## config.mk

```make
export PLATFORM = sky130hd
export DESIGN_NAME = instr_encoder
export DESIGN_NICKNAME = d
export VERILOG_FILES = /design/src/rtl/mips_isa_pkg.sv /design/src/rtl/instr_pack.sv /design/src/rtl/instr_encoder.sv
export SDC_FILE = /design/constraint.sdc
export NUM_CORES = 1
export LEC_CHECK = 0
export BUFFER_PORTS_ARGS = -buffer_cell sky130_fd_sc_hd__buf_2
export CAP_MARGIN = 25
export CORE_UTILIZATION = 45
export DETAILED_ROUTE_END_ITERATION = 10
export GPL_ROUTABILITY_DRIVEN = 0
export GPL_TIMING_DRIVEN = 0
export PLACE_DENSITY = 0.76
export SLEW_MARGIN = 10
export SYNTH_ARGS = -nofsm -noshare
export SYNTH_HDL_FRONTEND = slang
export SYNTH_SLANG_ARGS = --single-unit
```

## constraint.sdc

```tcl
create_clock -name clk -period 2.6 [get_ports clk]
set_input_delay 0.13 -clock clk [delete_from_list [all_inputs] [get_ports clk]]
set_output_delay 0.13 -clock clk [all_outputs]
set_load 0.01 [all_outputs]
```

## src/rtl/mips_isa_pkg.sv

```systemverilog
// Shared MIPS ISA definitions: instruction formats, opcode classes, field
// positions and the loader FSM states used by the encoder and the decoder.
package mips_isa_pkg;

    typedef enum logic [1:0] {
        FMT_R    = 2'b00,
        FMT_I    = 2'b01,
        FMT_J    = 2'b10,
        FMT_RSVD = 2'b11
    } fmt_e;

    localparam logic [5:0] OP_RTYPE = 6'b000000;
    localparam logic [5:0] OP_J     = 6'b000010;
    localparam logic [5:0] OP_JAL   = 6'b000011;

    localparam int OPCODE_LSB = 26;
    localparam int RS_LSB     = 21;
    localparam int RT_LSB     = 16;
    localparam int RD_LSB     = 11;
    localparam int SHAMT_LSB  = 6;
    localparam int FUNCT_LSB  = 0;
    localparam int IMM_LSB    = 0;
    localparam int TARGET_LSB = 0;

    typedef enum logic [1:0] {
        ST_IDLE   = 2'b00,
        ST_ACCEPT = 2'b01,
        ST_WRITE  = 2'b10,
        ST_DONE   = 2'b11
    } state_e;

    // J and JAL form the 00001x class that the decoder treats as jumps.
    function automatic logic is_jump_op(input logic [5:0] op);
        return (op == OP_J) || (op == OP_JAL);
    endfunction

endpackage

```

## src/rtl/instr_pack.sv

```systemverilog
// Combinational field packer: builds an R/I/J instruction word from its
// fields and reports whether the format/opcode pair is legal.
module instr_pack
    import mips_isa_pkg::*;
(
    input  logic [1:0]  fmt,
    input  logic [5:0]  opcode,
    input  logic [4:0]  rs,
    input  logic [4:0]  rt,
    input  logic [4:0]  rd,
    input  logic [4:0]  shamt,
    input  logic [5:0]  funct,
    input  logic [15:0] imm,
    input  logic [25:0] target,
    output logic [31:0] word,
    output logic        legal
);

    always_comb begin
        word  = '0;
        legal = 1'b0;
        unique case (fmt_e'(fmt))
            FMT_R: begin
                // The opcode field is forced so a stray value cannot alias another class.
                word[OPCODE_LSB +: 6] = OP_RTYPE;
                word[RS_LSB +: 5]     = rs;
                word[RT_LSB +: 5]     = rt;
                word[RD_LSB +: 5]     = rd;
                word[SHAMT_LSB +: 5]  = shamt;
                word[FUNCT_LSB +: 6]  = funct;
                legal                 = 1'b1;
            end
            FMT_I: begin
                word[OPCODE_LSB +: 6] = opcode;
                word[RS_LSB +: 5]     = rs;
                word[RT_LSB +: 5]     = rt;
                word[IMM_LSB +: 16]   = imm;
                legal                 = (opcode != OP_RTYPE) && !is_jump_op(opcode);
            end
            FMT_J: begin
                word[OPCODE_LSB +: 6]  = opcode;
                word[TARGET_LSB +: 26] = target;
                legal                  = is_jump_op(opcode);
            end
            default: begin
                word  = '0;
                legal = 1'b0;
            end
        endcase
    end

endmodule

```

## src/rtl/instr_encoder.sv

```systemverilog
// Sequential instruction encoder/loader: accepts field bundles, packs legal
// ones and writes them to consecutive instruction-memory word addresses.
module instr_encoder
    import mips_isa_pkg::*;
#(
    parameter int                    ADDR_WIDTH = 8,
    parameter logic [ADDR_WIDTH-1:0] BASE_ADDR  = '0
) (
    input  logic                  clk,
    input  logic                  rst_n,
    input  logic                  start,
    input  logic                  in_valid,
    output logic                  in_ready,
    input  logic [1:0]            in_fmt,
    input  logic [5:0]            in_opcode,
    input  logic [4:0]            in_rs,
    input  logic [4:0]            in_rt,
    input  logic [4:0]            in_rd,
    input  logic [4:0]            in_shamt,
    input  logic [5:0]            in_funct,
    input  logic [15:0]           in_imm,
    input  logic [25:0]           in_target,
    input  logic                  in_last,
    output logic                  mem_we,
    output logic [ADDR_WIDTH-1:0] mem_addr,
    output logic [31:0]           mem_wdata,
    input  logic                  mem_ready,
    output logic                  busy,
    output logic                  done,
    output logic                  err,
    output logic                  full,
    output logic [ADDR_WIDTH:0]   count
);

    state_e                state_q, state_d;
    logic [ADDR_WIDTH-1:0] addr_d;
    logic [ADDR_WIDTH:0]   count_d;
    logic [31:0]           wdata_d;
    logic                  err_d, full_d;
    logic                  last_q, last_d;
    logic [31:0]           pack_word;
    logic                  pack_legal;

    instr_pack u_pack (
        .fmt    (in_fmt),
        .opcode (in_opcode),
        .rs     (in_rs),
        .rt     (in_rt),
        .rd     (in_rd),
        .shamt  (in_shamt),
        .funct  (in_funct),
        .imm    (in_imm),
        .target (in_target),
        .word   (pack_word),
        .legal  (pack_legal)
    );

    always_ff @(posedge clk or negedge rst_n) begin
        if (!rst_n) begin
            state_q   <= ST_IDLE;
            mem_addr  <= BASE_ADDR;
            count     <= '0;
            mem_wdata <= '0;
            err       <= 1'b0;
            full      <= 1'b0;
            last_q    <= 1'b0;
        end else begin
            state_q   <= state_d;
            mem_addr  <= addr_d;
            count     <= count_d;
            mem_wdata <= wdata_d;
            err       <= err_d;
            full      <= full_d;
            last_q    <= last_d;
        end
    end

    always_comb begin
        state_d = state_q;
        addr_d  = mem_addr;
        count_d = count;
        wdata_d = mem_wdata;
        err_d   = err;
        full_d  = full;
        last_d  = last_q;
        unique case (state_q)
            ST_IDLE, ST_DONE: begin
                if (start) begin
                    addr_d  = BASE_ADDR;
                    count_d = '0;
                    err_d   = 1'b0;
                    full_d  = 1'b0;
                    state_d = ST_ACCEPT;
                end
            end
            ST_ACCEPT: begin
                if (in_valid) begin
                    if (pack_legal) begin
                        wdata_d = pack_word;
                        last_d  = in_last;
                        state_d = ST_WRITE;
                    end else begin
                        // Illegal bundles are consumed so the loader never stalls on them.
                        err_d = 1'b1;
                        if (in_last) begin
                            state_d = ST_DONE;
                        end
                    end
                end
            end
            ST_WRITE: begin
                if (mem_ready) begin
                    count_d = count + 1'b1;
                    if (last_q) begin
                        addr_d  = mem_addr + 1'b1;
                        state_d = ST_DONE;
                    end else if (&mem_addr) begin
                        // Out of address space: stop rather than wrap over earlier words.
                        full_d  = 1'b1;
                        state_d = ST_DONE;
                    end else begin
                        addr_d  = mem_addr + 1'b1;
                        state_d = ST_ACCEPT;
                    end
                end
            end
            default: state_d = ST_IDLE;
        endcase
    end

    // Strobes decode straight from state so reset drops them without a clock.
    assign in_ready = (state_q == ST_ACCEPT);
    assign mem_we   = (state_q == ST_WRITE);
    assign busy     = (state_q == ST_ACCEPT) || (state_q == ST_WRITE);
    assign done     = (state_q == ST_DONE);

endmodule

```

==> reports/metrics.yaml <==
run_status:
  status: "completed"
timing:
  finalClockSkew_ps: 4.79
  fmax_ghz: 0.489
  relSlewSlack_pct: 62.1
  fin_crit_ps: 2050
  finalCritPeriodShare_pct: 78.7
  setup_viol: 0
  rsz0062_at_grt: "no"
  worstMarginPinSlew_ps: 569
  slew_viol_final: 0
  fin_setup_tns_ps: 0
  hold_viol: 0
synth:
  syn_area_per_cell_sq_um: 9.07
  yosys.area.top_type: "dfrtp_1"
  synthCells: 318
  yosysUniqueCellTypes: 41
  ys_seq_area_share_pct: 46.9
  syn-num-nets: 405
  yosysWarnings: 0
  synth_top_cell_area_share_pct: 46.9
  synth_area_leaders: "dfrtp_1 (47%), nand2_1 (6.5%), mux2i_1 (5.9%)"
  yosys_register_bits: 54
  syn-cell-area_sq_mm: 0.00288
detailed_routing:
  wl_per_cell_microns: 13.7
  vias_per_cell: 5.20
  drc: 0
  drt-initial-drc-count: 72
  wl_mm: 7.36
  ant_nets: 0
  vias: 2798
  firstDrtPassIters: 4
clock_tree:
  clk_pin_slew_worst_paths_ps: 90
  clkLatencyLatePin_ps: 310
  htree_num_levels: 2
  post_cts_buffers: 0
  cts.sinks: 54
  cts_tree: "yes"
  cts_buffers: 5
  cts_buffer_depth: 2
  cts_root_buf: "clkbuf_8"
floorplanning:
  num_io_pins: 137
  core_area_sq_mm: 0.00606
  fp.dieW_microns: 82.0
  dieArea_sq_mm: 0.00673
  rows: 28
  initial_core_util_pct: 47.6
  die_h_microns: 82.0
global_route:
  grt_max_degree: 32
  grt_pass1_wl_mm: 11.7
  grt_overflow_total: 0
  antenna_found_initial: 0
  grt_use_total_pct: 23.1
  grt_pass1_vias: 2450
critical_path:
  r2r_cells: 7
  timing.rr.start: "state_q[0]"
  crit_top_cell: "nor2_1"
  crit_chain: "inv_1, ha_1, buf_2, nand2_1, nor2_1, clkbuf_1, nor2_1"
  cp-startpoint: "state_q[0]"
  crit_fanout: 10
  arrival_ps: 2230
  critPathSlowestCell: "dfrtp_1"
  end_kind: "flop"
  crit_type: "flop to flop"
  critPathMaxStageDelay_ps: 420
  cp-start-kind: "flop"
  cp.required_ps: 2780
final_layout:
  drive_above_1_share_pct: 36.1
  num-fill-cells: 565
  nets: 549
  area_growth_pct: 31.2
  diodes: 0
placed_design:
  port-buffer-count: 135
  place_hpwl_mm: 5.80
pwr:
  total_power_mw: 3.08
  p_leak_nw: 2.02
  ir_worst_vdd_uv: 397
  p_per_area_mw_per_mm2: 815
hold_path:
  hold_start: "in_opcode[0]"
  hold_class: "input port to flop"
  hold_path_depth: 3
job:
  cap_violations: 0
through the flow:
| stage | hold slack (ps) | util (%) | setup slack, ps | area (sq um) | std cells |
|---|---|---|---|---|---|
| after floorplan | -166 | - | 825 | 2880 | 318 |
| after global placement | 393 | 60.3 | 599 | 3650 | 528 |
| after detailed placement | 149 | 60.6 | 580 | 3670 | 529 |
| after CTS | 59.6 | 62.4 | 560 | 3780 | 538 |
| after global routing | 84.1 | 62.4 | 362 | 3780 | 538 |
| final | 76.7 | 62.4 | 554 | 3780 | 538 |
cell type report:
| class | count | area, sq um | share of cell area [%] |
|---|---|---|---|
| Multi-Input combinational cell | 236 | 1400 | 37.0 |
| Sequential cell | 54 | 1350 | 35.7 |
| Timing Repair Buffer | 137 | 706 | 18.7 |
| Buffer | 21 | 106 | 2.81 |
| Tap cell | 75 | 93.8 | 2.48 |
| Clock buffer | 6 | 82.6 | 2.18 |
| Inverter | 7 | 26.3 | 0.695 |
| Clock inverter | 2 | 16.3 | 0.430 |
synth_stat cells:
library cell,number
a21boi_1,1
a21oi_1,28
a2bb2oi_1,1
a311oi_1,1
a31o_1,1
a31oi_1,2
and3_1,2
buf_1,1
buf_2,7
buf_4,5
clkbuf_1,8
dfrtp_1,54
ha_1,5
inv_1,7
mux2_2,1
mux2i_1,17
nand2_1,50
nand2b_1,4
nand2b_4,1
nand3_1,4
nand3_2,1
nand3b_1,1
nand4_1,7
nand4b_4,1
nor2_1,33
nor2_2,1
nor2b_1,12
nor3_1,2
nor3_2,1
nor3b_1,1
nor4_1,4
nor4_2,1
nor4_4,1
nor4b_2,1
o211a_1,1
o211ai_2,1
o21ai_0,28
o21ai_1,7
or2_2,1
xnor2_1,6
xor2_1,7
state kept, by name, summed over array words and instances (netlist names):
register   count
mem_wdata     32
count          9
mem_addr       8
state_q        2
err            1
full           1
last_q         1
worst max-delay path, delay by kind of cell (launching register included):
kind | cells | cell delay (ps)
buf+inv | 3 | 670
simple gates | 3 | 570
flops | 1 | 420
fa+ha+maj | 1 | 260
cell families (layout without fill, tap and decap cells):
family / count (synthesis) / after routing / synth area share, %
AOI/OAI and AO/OA: 71 / 71 / 13.3
and+or+nand+nor: 129 / 129 / 22.8
adders and majority gates: 5 / 5 / 2.17
DFF: 54 / 54 / 46.9
xor gates and xnor gates: 13 / 13 / 3.95
muxes: 18 / 18 / 6.29
buffers and inverters: 28 / 173 / 4.60
where the power goes:
part	leakage, nW	total [mW]	switching, mW	internal, mW
clock network	0.0478	0.499	0.279	0.220
registers	0.713	1.30	0.182	1.11
logic	1.26	1.29	0.762	0.525
total	2.02	3.08	1.22	1.86
layer usage:
metal	wire length, microns	GRT usage [%]	vias up
li1	-	-	1368
met1	3170	28.3	1305
met2	3580	39.8	112
met3	488	5.44	13
met4	122	7.37	0
met5	0	0	-
final timing paths:
check / to / slack, ps
min reg2reg: mem_wdata[7] / 480
min in group asynchronous: state_q[1] / 350
max: mem_addr[6] / 550
max in group asynchronous: mem_wdata[8] / 1690
max reg2reg: mem_addr[6] / 550
min: mem_wdata[26] / 80
repair_timing:
| item | CTS | global route |
|---|---|---|
| hold buffers | 1 | 0 |
| gates resized for setup | 0 | 0 |
| endpoints found under the hold margin | 23 | 0 |
cells in the final DEF (no fill, tap or decap), types with 4 or more instances in the layout:
cell type,n
buf_2,142
dfrtp_1,54
nand2_1,50
nor2_1,33
a21oi_1,28
o21ai_0,28
mux2i_1,17
nor2b_1,12
clkbuf_1,8
inv_1,7
o21ai_1,7
nand4_1,7
xor2_1,7
xnor2_1,6
clkbuf_8,6
buf_4,5
ha_1,5
nand2b_1,4
nand3_1,4
nor4_1,4
Note: power is estimated with default switching activity, not from simulation.
